`src/rtl/instr_fetch_queue.sv`:
```
// Instruction fetch queue: a sequential PC generator that feeds a circular buffer
// of {pc, instr} entries. Decode pops the head entry, and a redirect flushes the buffer.
module instr_fetch_queue #(
    parameter int          DEPTH        = 4,
    parameter logic [31:0] RESET_PC     = 32'h0000_0000,
    parameter logic [31:0] INSTR_LENGTH = 32'd4
) (
    input  logic                       clk_i,
    input  logic                       rst_i,
    input  logic                       start_i,
    output logic [31:0]                imem_addr_o,
    input  logic [31:0]                imem_instr_i,
    input  logic                       redirect_i,
    input  logic [31:0]                redirect_pc_i,
    output logic [31:0]                instr_o,
    output logic [31:0]                pc_o,
    output logic                       valid_o,
    input  logic                       ready_i,
    output logic [$clog2(DEPTH):0]     count_o
);
    localparam int AW = $clog2(DEPTH);
    localparam int CW = AW + 1;
    localparam logic [CW-1:0] FULL = CW'(DEPTH);
    localparam logic [31:0]   NOP  = 32'h0000_0013;

    typedef struct packed {
        logic [31:0] pc;
        logic [31:0] instr;
    } entry_t;

    entry_t        mem [DEPTH];
    logic [AW-1:0] rd_ptr, wr_ptr;
    logic [CW-1:0] count;
    logic [31:0]   fetch_pc;
    logic          empty, full, pop, push;

    assign empty   = (count == '0);
    assign full    = (count == FULL);
    assign valid_o = ~empty & ~redirect_i;
    assign pop     = valid_o & ready_i;
    // A full queue still accepts a fetch when the head leaves in the same cycle.
    assign push    = start_i & ~redirect_i & (~full | pop);

    assign imem_addr_o = fetch_pc;
    assign count_o     = count;
    assign instr_o     = empty ? NOP   : mem[rd_ptr].instr;
    assign pc_o        = empty ? '0    : mem[rd_ptr].pc;

    // Storage is not reset; the outputs are gated by the occupancy count.
    always_ff @(posedge clk_i) begin
        if (push && !rst_i)
            mem[wr_ptr] <= '{pc: fetch_pc, instr: imem_instr_i};
    end

    always_ff @(posedge clk_i) begin
        if (rst_i) begin
            rd_ptr   <= '0;
            wr_ptr   <= '0;
            count    <= '0;
            fetch_pc <= RESET_PC;
        end else if (redirect_i) begin
            rd_ptr   <= '0;
            wr_ptr   <= '0;
            count    <= '0;
            fetch_pc <= {redirect_pc_i[31:2], 2'b00};
        end else begin
            if (push) begin
                wr_ptr   <= wr_ptr + 1'b1;
                fetch_pc <= fetch_pc + INSTR_LENGTH;
            end
            if (pop)
                rd_ptr <= rd_ptr + 1'b1;
            case ({push, pop})
                2'b10:   count <= count + 1'b1;
                2'b01:   count <= count - 1'b1;
                default: count <= count;
            endcase
        end
    end
endmodule

```
`config.mk`:
```
export PLATFORM = sky130hd
export DESIGN_NAME = instr_fetch_queue
export DESIGN_NICKNAME = d
export VERILOG_FILES = /design/src/rtl/instr_fetch_queue.sv
export SDC_FILE = /design/constraint.sdc
export NUM_CORES = 1
export LEC_CHECK = 0
export BUFFER_PORTS_ARGS = -buffer_cell sky130_fd_sc_hd__buf_2
export CAP_MARGIN = 20
export CORE_MARGIN = 5
export CORE_UTILIZATION = 59
export CTS_BUF_LIST = sky130_fd_sc_hd__clkbuf_4
export CTS_CLUSTER_SIZE = 40
export DETAILED_ROUTE_END_ITERATION = 6
export PLACE_DENSITY = 0.93
export SETUP_SLACK_MARGIN = 0.3
export SYNTH_ARGS = -nofsm -noshare
export SYNTH_HDL_FRONTEND = slang
export SYNTH_SLANG_ARGS = --single-unit
```
`constraint.sdc`:
```
create_clock -name clk_i -period 4.29 [get_ports clk_i]
set_input_delay 0.6435 -clock clk_i [delete_from_list [all_inputs] [get_ports clk_i]]
set_output_delay 0.6435 -clock clk_i [all_outputs]
set_load 0.03 [all_outputs]
```
# Word level (Yosys, flattened, before mapping)
# Memory sizes are Yosys's and may differ from the RTL's. A register that Yosys moved wholly into a read port is not among the register bits.
# Index checks and enable logic that the tools add are counted.
[totals]
regBits = 39
ramBits = 256
out_inout_bits = 100
word_cells = 37
n_memories = 1
[memory_table]
columns = ["name", "depth", "width", "read_ports", "rd_ports_with_merged_regs", "wr", "line_no", "source"]
rows = [
  ["mem", 4, 64, 1, 1, 1, "31", "entry_t mem [DEPTH];"],
]
[classes]
add_sub_neg = 5
eq_ne = 3
n_mux = 9
bitwise = 8
n_reduce_logical = 6
[ops]
columns = ["operator", "n"]
rows = [
  ["32-bit 2-to-1 mux", 4],
  ["32-bit by 3-bit adder with 32-bit output, second input constant", 1],
  ["3-bit case mux with 2 select lines", 1],
  ["2-bit by 1-bit adder with 2-bit output, second input constant", 2],
  ["1-bit AND", 4],
  ["2-bit 2-to-1 mux", 2],
  ["2-bit nonzero test", 2],
  ["3-bit by 1-bit adder with 3-bit output, second input constant", 1],
  ["3-bit == test, second input constant", 1],
  ["3-bit zero test", 1],
  ["1-bit inverter", 3],
  ["3-bit by 1-bit subtractor with 3-bit output, second input constant", 1],
  ["2-bit by 1-bit == test with 1-bit output, second input constant", 1],
  ["2-bit == test, second input constant", 1],
  ["1-bit 2-to-1 mux", 2],
  ["2-bit OR reduction", 1],
  ["1-bit logical AND", 1],
  ["1-bit zero test", 1],
  ["1-bit OR", 1],
]

# Depth between registers and ports, before layout
[depth]
depth_word = 9
ltp_mapped = 9
ltp_nobuf = 8

# Worst setup path after synthesis
# OpenSTA, ideal clock, no wires.
[synth_path]
kind = "input-to-reg"
from = "input ready_i"
to = "memory mem[0][0] in the netlist's numbering, enable pin"
arrival_ns = 2.856
slack_ns = 1.007
stages = 6
cell_sequence = "buf_2 > or4b_1 > nand2_1 > buf_2 > nor2_1 > and2_1"
[synth_via]
elab_chain_cells = 6
[synth_lines]
columns = ["element", "line_no", "source"]
rows = [
  ["start, declared", "18", "input logic ready_i,"],
  ["1-bit AND", "40", "assign pop = valid_o & ready_i;"],
  ["1-bit OR", "42", "assign push = start_i & ~redirect_i & (~full | pop);"],
  ["1-bit AND", "42", ""],
  ["1-bit logical AND", "51", "if (push && !rst_i)"],
  ["1-bit 2-to-1 mux", "51", ""],
  ["1-bit 2-to-1 mux (not written as such)", "52", "mem[wr_ptr] <= '{pc: fetch_pc, instr: imem_instr_i};"],
  ["end, declared", "31", ""],
]
# No other way between the ends.

==> impl_metrics.yaml <==
place:
  place_congestion: 0.800
  hpwl_mm: 14.7
  io_buffer_count: 162
routing:
  wl_per_cell_um: 20.6
  ant_nets: 0
  first_iter_violations: 440
  drc_errors: 0
  vias_per_cell: 5.67
  first_pass_iters: 5
  wirelength_mm: 24.4
  num_vias: 6725
floorplan:
  fp-row-count: 51
  die_w_um: 150
  die_area_um2: 22500
  ios: 169
  initial_utilization_pct: 59.7
  die_height_um: 150
  core-area_um2: 19400
global_route:
  antenna_found_initial: 1
  grt_max_degree: 63
  grt_usage_pct: 22.4
  grt-ovfl-total: 0
  grt_pass1_vias: 7105
  grt_pass1_wl_mm: 38.3
yosys:
  synth_common_cells: "edfxtp_1, and2_1, mux4_2, dfxtp_1, nor2_1"
  synth_largest_area_cell: "edfxtp_1"
  synth_area_leaders: "edfxtp_1, mux4_2, dfxtp_1"
  synth-edff-count: 248
  synth_top_area_share_pct: 64.3
  async_flop_share_pct: 0
  yosys_warnings: 0
  synth_seq_area_share_pct: 71.1
  synthesis.instances: 666
  syn-cell-area_um2: 11600
  ys_ff_latch: 287
  avgSynthCellArea_um2: 17.4
  synth.distinct_cells: 45
  yosys.cell_count.top_type: "edfxtp_1"
  synth-main-ff-cell: "edfxtp_1"
sta:
  tightest_slew_ns: 0.995
  tns_ns: 0
  finalCritPeriodShare_pct: 79.1
  fmax_mhz: 295
  rsz0062_at_grt: "no"
  setup_viol: 0
  slew_headroom_pct: 33.6
  clock_skew_ns: 0.0449
  fin_crit_ns: 3.39
  slew_viol_final: 0
  finalHoldViolCount: 0
critical_path:
  startpoint_type: "register"
  path_max_fanout: 37
  critical_path_class: "register to primary output"
  end_kind: "primary output"
  reg2reg_from: "count_o[0]"
  crit_arrival_ns: 2.75
  required_ns: 3.65
cts:
  post_cts_resized: 0
  cts.clk_slew.worst_paths_ns: 0.07
  cts_sinks: 287
  clkLatencyLatePin_ns: 0.66
  cts_made_buffers: 71
  cts-htree-levels: 3
  tritoncts: "yes"
  ctsHoldBuffers: 0
  cts_setup_buffers: 0
  cts-root-buf: "clkbuf_4"
  clk_path_buf_depth: 3
layout:
  fin_nets: 946
  fill_cells: 1314
  drive_above_1_share_pct: 39.0
  syn_to_final_growth_pct: 16.5
  final_core_util_pct: 69.5
job:
  cap_violations: 0
power:
  ir_drop_mv: 0.199
  p_leak_nw: 4.80
  powerDensity_nw_per_um2: 419
status:
  status: "finished clean"
worst_hold_path:
  hold_path_class: "input pin to register"
  min_from: "imem_instr_i[27]"
[worst paths after layout]
| kind | end | slack (ns) | depth (start not counted) |
|---|---|---|---|
| setup / recovery | pc_o[2] | 0.90 | 4 |
| hold / removal | mem[0][27] | 0.22 | 1 |
| setup reg to reg | count_o[2] | 1.49 | 8 |
| hold reg to reg | wr_ptr[1] | 0.50 | 2 |
[metrics by stage]
| step | power (mW) | hold slack (ns) | instances | setup slack (ns) | area, µm² |
|---|---|---|---|---|---|
| after floorplan | 3.42 | 0.469 | 669 | 1.01 | 11600 |
| after global placement | 3.55 | 0.486 | 1062 | 1.38 | 12600 |
| after detailed placement | 3.56 | 0.491 | 1062 | 1.30 | 12600 |
| after CTS | 5.71 | 0.153 | 1184 | 0.772 | 13500 |
| after global routing | 5.90 | 0.165 | 1186 | 0.660 | 13500 |
| final | 5.65 | 0.215 | 1186 | 0.896 | 13500 |
[per-layer routing]
metal,global-route usage (%),wire (µm)
met5,0,0
met2,37.8,12300
met1,28.6,9670
met4,7.50,529
met3,5.72,1900
[layout make-up]
cell class                 count  area [µm²]  area share, %
multi-input combinational    334        3150           23.3
sequential                   287        8240           61.1
clock buffer                  98         736           5.45
clock inverter                24         121          0.900
tap                          265         332           2.46
timing repair buffer         169         883           6.55
inverter                       8        30.0          0.223
antenna                        1        2.50         0.0186
[flip-flops by register name, indices dropped and copies added, names as in the netlist, named ones only]
name         cells
imem_addr_o     30
wr_ptr           2
count_o          3
rd_ptr           2
mem            248
[cells by family after synthesis]
kind of cell / Yosys count / share of synthesized area, %
compound gates: 46 / 2.68
xor+xnor: 31 / 2.35
fa+ha+maj: 6 / 0.713
buf+inv: 48 / 1.91
flops: 287 / 71.1
mux: 62 / 12.1
other cells: 1 / 0.0324
simple gates: 185 / 9.18
[worst max-delay path, cell delays in order, from the launching register on]
cell and delay [ns]:
dfxtp_4 0.85, buf_4 0.37, mux4_2 0.53, and2_1 0.19, buf_2 0.18
[placed cells by master, fill, tap and decap left out, types with 17 or more instances in the layout]
cell | synthesis | routed
nand2_1 | 22 | 22
edfxtp_1 | 248 | 248
nor2_1 | 36 | 36
and2_1 | 71 | 67
xor2_1 | 18 | 18
buf_2 | 9 | 162
clkinv_1 | 0 | 17
dfxtp_1 | 39 | 37
clkbuf_4 | 0 | 98
mux4_2 | 62 | 62
[where the power goes]
group | total (mW) | leakage, nW | internal, mW | switching (mW)
registers | 3.14 | 2.60 | 3.08 | 0.0636
logic | 0.359 | 1.69 | 0.129 | 0.230
clock network | 2.15 | 0.516 | 1.12 | 1.03
Power figures use the tool's default switching activity.
